## src/rtl/pipe_reg.sv

```systemverilog
// Pipeline stage register with stall, flush (bubble) and exception-redirect.
// Ports:
//   clk, reset        - rising-edge clock, asynchronous active-high reset
//   en, flush, req    - advance, insert bubble, exception/interrupt redirect
//   in_valid, in_pc, in_data, in_exc, new_exc, in_bd - upstream slot contents
//   out_valid, out_pc, out_data, out_exc, out_bd     - registered slot contents
//   out_pcp8          - out_pc + 8 (combinational, wraps mod 2^32)
//   stall_cnt         - consecutive stalled cycles of a valid slot (saturating)
module pipe_reg #(
    parameter int unsigned DW     = 32,
    parameter int unsigned EXC_W  = 5,
    parameter int unsigned CW     = 4,
    parameter logic [31:0] PC_RST = 32'h0000_3000,
    parameter logic [31:0] EXC_PC = 32'h0000_4180
) (
    input  logic             clk,
    input  logic             reset,
    input  logic             en,
    input  logic             flush,
    input  logic             req,
    input  logic             in_valid,
    input  logic [31:0]      in_pc,
    input  logic [DW-1:0]    in_data,
    input  logic [EXC_W-1:0] in_exc,
    input  logic [EXC_W-1:0] new_exc,
    input  logic             in_bd,
    output logic             out_valid,
    output logic [31:0]      out_pc,
    output logic [DW-1:0]    out_data,
    output logic [EXC_W-1:0] out_exc,
    output logic             out_bd,
    output logic [31:0]      out_pcp8,
    output logic [CW-1:0]    stall_cnt
);

    localparam logic [CW-1:0] CNT_MAX = '1;

    // Exception code captured on load: older exception wins; empty slots carry none.
    logic [EXC_W-1:0] load_exc;
    always_comb begin
        load_exc = '0;
        if (in_valid) begin
            load_exc = (in_exc != '0) ? in_exc : new_exc;
        end
    end

    // Stage register: reset > req > flush > load > hold.
    always_ff @(posedge clk or posedge reset) begin
        if (reset) begin
            out_valid <= 1'b0;
            out_pc    <= PC_RST;
            out_data  <= '0;
            out_exc   <= '0;
            out_bd    <= 1'b0;
            stall_cnt <= '0;
        end else if (req) begin
            out_valid <= 1'b0;
            out_pc    <= EXC_PC;
            out_data  <= '0;
            out_exc   <= '0;
            out_bd    <= 1'b0;
            stall_cnt <= '0;
        end else if (en && flush) begin
            // Bubble keeps PC/BD so a later exception can still report an EPC.
            out_valid <= 1'b0;
            out_pc    <= in_pc;
            out_data  <= '0;
            out_exc   <= '0;
            out_bd    <= in_bd;
            stall_cnt <= '0;
        end else if (en) begin
            out_valid <= in_valid;
            out_pc    <= in_pc;
            out_data  <= in_valid ? in_data : '0;
            out_exc   <= load_exc;
            out_bd    <= in_bd;
            stall_cnt <= '0;
        end else if (out_valid && (stall_cnt != CNT_MAX)) begin
            stall_cnt <= stall_cnt + CW'(1);
        end
    end

    assign out_pcp8 = out_pc + 32'h0000_0008;

endmodule

```

## config.mk

```make
export PLATFORM = sky130hd
export DESIGN_NAME = pipe_reg
export DESIGN_NICKNAME = d
export VERILOG_FILES = /design/src/rtl/pipe_reg.sv
export SDC_FILE = /design/constraint.sdc
export NUM_CORES = 1
export LEC_CHECK = 0
export ABC_AREA = 1
export BUFFER_PORTS_ARGS = -buffer_cell sky130_fd_sc_hd__buf_2
export CAP_MARGIN = 10
export CORE_ASPECT_RATIO = 1.5
export CORE_MARGIN = 4
export CORE_UTILIZATION = 45
export CTS_BUF_LIST = sky130_fd_sc_hd__clkbuf_16
export CTS_CLUSTER_SIZE = 30
export DETAILED_ROUTE_END_ITERATION = 8
export HOLD_SLACK_MARGIN = 0.1
export PLACE_DENSITY = 0.79
export SLEW_MARGIN = 40
export SYNTH_ARGS = -nofsm -noshare
export SYNTH_HDL_FRONTEND = slang
export SYNTH_SLANG_ARGS = --single-unit
```

## constraint.sdc

```tcl
create_clock -name clk -period 2.65 [get_ports clk]
set_input_delay 0.1325 -clock clk [delete_from_list [all_inputs] [get_ports clk]]
set_output_delay 0.1325 -clock clk [all_outputs]
set_load 0.02 [all_outputs]
```

=== Yosys cells after proc, flatten, opt, wreduce, memory -nomap -nowiden ===
Index checks and enable logic that the tools add are counted.

* Reductions and logical operators: 5
* Multiply operators: 0
* Mux-type cells: 22
* Add/subtract/negate cells: 2
* Magnitude comparators: 0
* Div/mod/pow operators: 0
* Bitwise operators: 0
* Shift operators: 0
* Equal/unequal tests: 1

{| class="wikitable"
|+ Operators with widths
! cell !! number
|-
| $mux W32 || 7
|-
| $add A32 B4 Y32 const B || 1
|-
| $mux W5 || 5
|-
| $mux W4 || 4
|-
| $mux W1 || 6
|-
| $reduce_bool A5 Y1 || 1
|-
| $add A4 B1 Y4 const B || 1
|-
| $ne A4 B4 Y1 const B || 1
|-
| $reduce_bool A4 Y1 || 1
|-
| $reduce_bool A3 Y1 || 1
|-
| $logic_and A1 B1 Y1 || 2
|}

* Memories: 0
* Bits in latches: 0
* Bits of input ports: 81
* Register bits after elaboration: 75
* Memory bits (writable): 0
* Memory bits (read-only): 0
* Output and inout bits: 107

=== Logic depth before layout (Yosys ltp) ===
* Depth in word-level cells: 6
* Depth in mapped cells: 8
* Depth with buffers taken out: 8

=== Worst setup path after synthesis ===
OpenSTA, ideal clock, no wires.

* Kind: reg2out
* From: reg out_pc[4]
* To: out out_pcp8[19]
* Path slack: 999 ps
* Required time: 2518 ps
* Data arrival time: 1518 ps
* Stages on the path, launching flop included: 7
* Path through: dfrtp_1 -> ha_1 -> inv_1 -> nor2_2 -> nand2_4 -> nor2_2 -> xor2_1

* Longest elaborated chain between the ends: 1

{| class="wikitable"
|+ Ends and longest elaborated chain
! element !! line !! RTL
|-
| start: declaration || 28 || <nowiki>output logic [31:0] out_pc,</nowiki>
|-
| start signal: assignment || 66 || <nowiki>out_pc <= in_pc;</nowiki>
|-
| start signal: assignment || 73 || <nowiki>out_pc <= in_pc;</nowiki>
|-
| $add A32 B4 Y32 || 83 || <nowiki>assign out_pcp8 = out_pc + 32'h0000_0008;</nowiki>
|-
| end: declaration || 32 || <nowiki>output logic [31:0] out_pcp8,</nowiki>
|}

No other way between the ends.

=== Final worst setup path ===
* From: reg out_pc[4]
* To: out out_pcp8[17]

Same word-level chain as after synthesis.

==> reports/metrics.cfg <==
[run_status]
outcome = finished clean

[cells_and_area]
nets = 765
fillers = 626
drive_above_1_share = 0.3333
multi_input_area_mm2 = 0.001578
area_growth_pct = 53.83
diodes = 0
seqCellArea_mm2 = 0.001879

[sta]
setup_tns_ps = 0
fin_crit_ps = 2080
hold_viol = 0
slew_headroom = 0.6522
slew_violations = 0
skew_ps = 0.9946
maxClockFrequency_mhz = 480.7
whs_ps = 124.5
finalSetupViolCount = 0
worstMarginPinSlew_ps = 521.7
post-route-period-util = 0.7850
rsz0062_at_grt = no

[clock_tree]
clk_pin_slew_ps = 60
cts-root-buf = clkbuf_16
cts_buffers = 9
cts_resized = 0
cts_tree = built
post_cts_buffers = 0
numClockSinks = 75
cts_hold_repair.buffers = 68
htree_num_levels = 3
cts_buffer_depth = 2
worstSkewPairLatency_ps = 330

[worst_setup_path]
rr_worst_depth = 7
cp_max_fo = 5
cp.arrival_ps = 1950
start_kind = flop
r2r-start = stall_cnt[0]$_DFFE_PP0P_
r2r_slack_ps = 1310
cp-end-kind = output pin
path_class = reg -> out
r2r_end = stall_cnt[2]$_DFFE_PP0P_
critPathRequiredTime_ps = 2520

[grt]
grt_usage = 0.2848
grt_first_pass_wirelength_um = 21130
grt_max_degree = 52
grt_pass1_vias = 4288
antenna_found_initial = 0
grt-ovfl-total = 0

[hold_path]
hold_end = out_exc[0]$_DFFE_PP0P_
min-delay-start = in_exc[0]
hold_depth = 5
hold_class = in -> reg

[detailed_routing]
ant_nets = 0
drc_errors = 0
via_count = 4073
firstDrtPassIters = 5
wl_per_cell_um = 16.93
drt_iter0_drc = 223
routed_via_density = 5.143
routed_wl_um = 13410

[synth]
synth_area_mm2 = 0.003712
yosys_warnings = 0
yosysUniqueCellTypes = 27
synth_cells = 428
seq_area_frac_synth = 0.5062
ys.flop_type = dfrtp_1
syn_nets = 511
netlist.area_leader.share = 0.4921
synth_area_leaders = dfrtp_1 49%, nand2_1 12%, a22o_1 9.9%
ys_ff_latch = 75
synth_edf_count = 0
ys_async_sr_fraction = 1.000
ys_top_cells_by_count = 119 x nand2_1, 73 x dfrtp_1, 46 x nor2_1, 42 x a22o_1, 38 x inv_1
synth_top_cell_by_area = dfrtp_1
yosysMostFrequentCell = nand2_1
syn-mean-instance-area_um2 = 8.674

[placed_design]
dp_hpwl_um = 8995
gp_congestion = 1.047
port_buffers = 187

[floorplanning]
dieWidth_um = 82.16
rows = 40
ios = 188
fp.dieH_um = 119.2
coreArea_mm2 = 0.008008
dieArea_mm2 = 0.009797
initial_core_util = 0.4636

[flow_run]
maxCapViolCount = 0

[power_and_ir_drop]
switching_power_uw = 789.6
combPwrFrac = 0.157
switching_share = 0.2629
seq_power_share = 0.413
vdd_drop_max_uv = 320.0
pwr_density_cell_mw_per_mm2 = 525.9
clkPwrFrac = 0.430
intPower_uw = 2214
p_leak_uw = 0.003030

-- cell families after synthesis --
group / count (synthesis) / synth area share
xor+xnor: 16 / 0.03775
flops: 75 / 0.5062
simple gates: 204 / 0.2356
fa+ha+maj: 2 / 0.006740
compound gates: 74 / 0.1449
buf+inv: 57 / 0.06876
-- cells in the final DEF, fill, tap and decap left out, types with 4 or more instances in the layout --
master and n:
buf_4 4, dlygate4sd3_1 68, buf_2 187, inv_1 38, nor2_1 46, clkbuf_16 9
nand2_2 4, a22o_1 42, xor2_1 16, nor2_4 5, nand3_1 17, o21ai_0 22
nand2_1 119, nor2_2 7, dfrtp_1 73
-- flip-flops by register name, indices dropped and copies added (netlist names) --
register and count:
out_data 32, out_pc 32, out_exc 5, stall_cnt 4, out_bd 1, out_valid 1
-- stage by stage --
stage          setup WS (ps)  std cells  area [um^2]  total power [uW]  utilization
6_report               569.9        792         5710              3003       0.7131
5_1_grt                466.6        792         5710              3113       0.7131
4_1_cts                561.5        792         5710              3019       0.7131
3_5_place_dp           925.5        708         4713              1644       0.5886
3_3_place_gp           893.3        708         4711              1636       0.5883
2_1_floorplan          610.8        428         3712              1468            -
-- final cells by class --
| cell class | instances | share of cell area |
|---|---|---|
| Clock buffer | 9 | 0.03944 |
| Clock inverter | 7 | 0.01599 |
| Inverter | 41 | 0.02783 |
| Multi-Input combinational cell | 296 | 0.2763 |
| Sequential cell | 75 | 0.3291 |
| Tap cell | 105 | 0.02301 |
| Timing Repair Buffer | 259 | 0.2883 |
-- worst max-delay path by stage --
stage	slack, ps	endpoint	start
6_report	570	out_pcp8[17]	out_pc[4]$_DFFE_PP0P_
3_3_place_gp	890	out_pcp8[17]	out_pc[4]$_DFFE_PP0P_
4_1_cts	560	out_pcp8[17]	out_pc[4]$_DFFE_PP0P_
3_5_place_dp	930	out_pcp8[17]	out_pc[4]$_DFFE_PP0P_
2_1_floorplan	610	out_bd$_DFFE_PP0P_	reset
5_1_grt	470	out_pcp8[17]	out_pc[4]$_DFFE_PP0P_
-- critical path: stages, from the launching register on --
cell	delay, ps
dfrtp_1	400
ha_1	220
nand3_1	210
nor2_2	240
nand3_1	190
xor2_1	170
buf_2	180
-- per-layer routing --
metal,share of wire,track usage,vias to the layer above
met4,0.043,0.1518,0
met2,0.50,0.4818,228
li1,-,-,1897
met1,0.37,0.3305,1903
met5,0,0,-
met3,0.084,0.05371,45
-- power by group through the flow --
| stage | combinational (uW) | sequential [uW] | clock [uW] |
|---|---|---|---|
| 2_1_floorplan | 168 | 1300 | 0 |
| 3_3_place_gp | 379 | 1260 | 0 |
| 3_5_place_dp | 386 | 1260 | 0 |
| 4_1_cts | 463 | 1240 | 1320 |
| 5_1_grt | 511 | 1250 | 1360 |
| 6_report | 471 | 1240 | 1290 |
(Power assumes the default switching activity.)
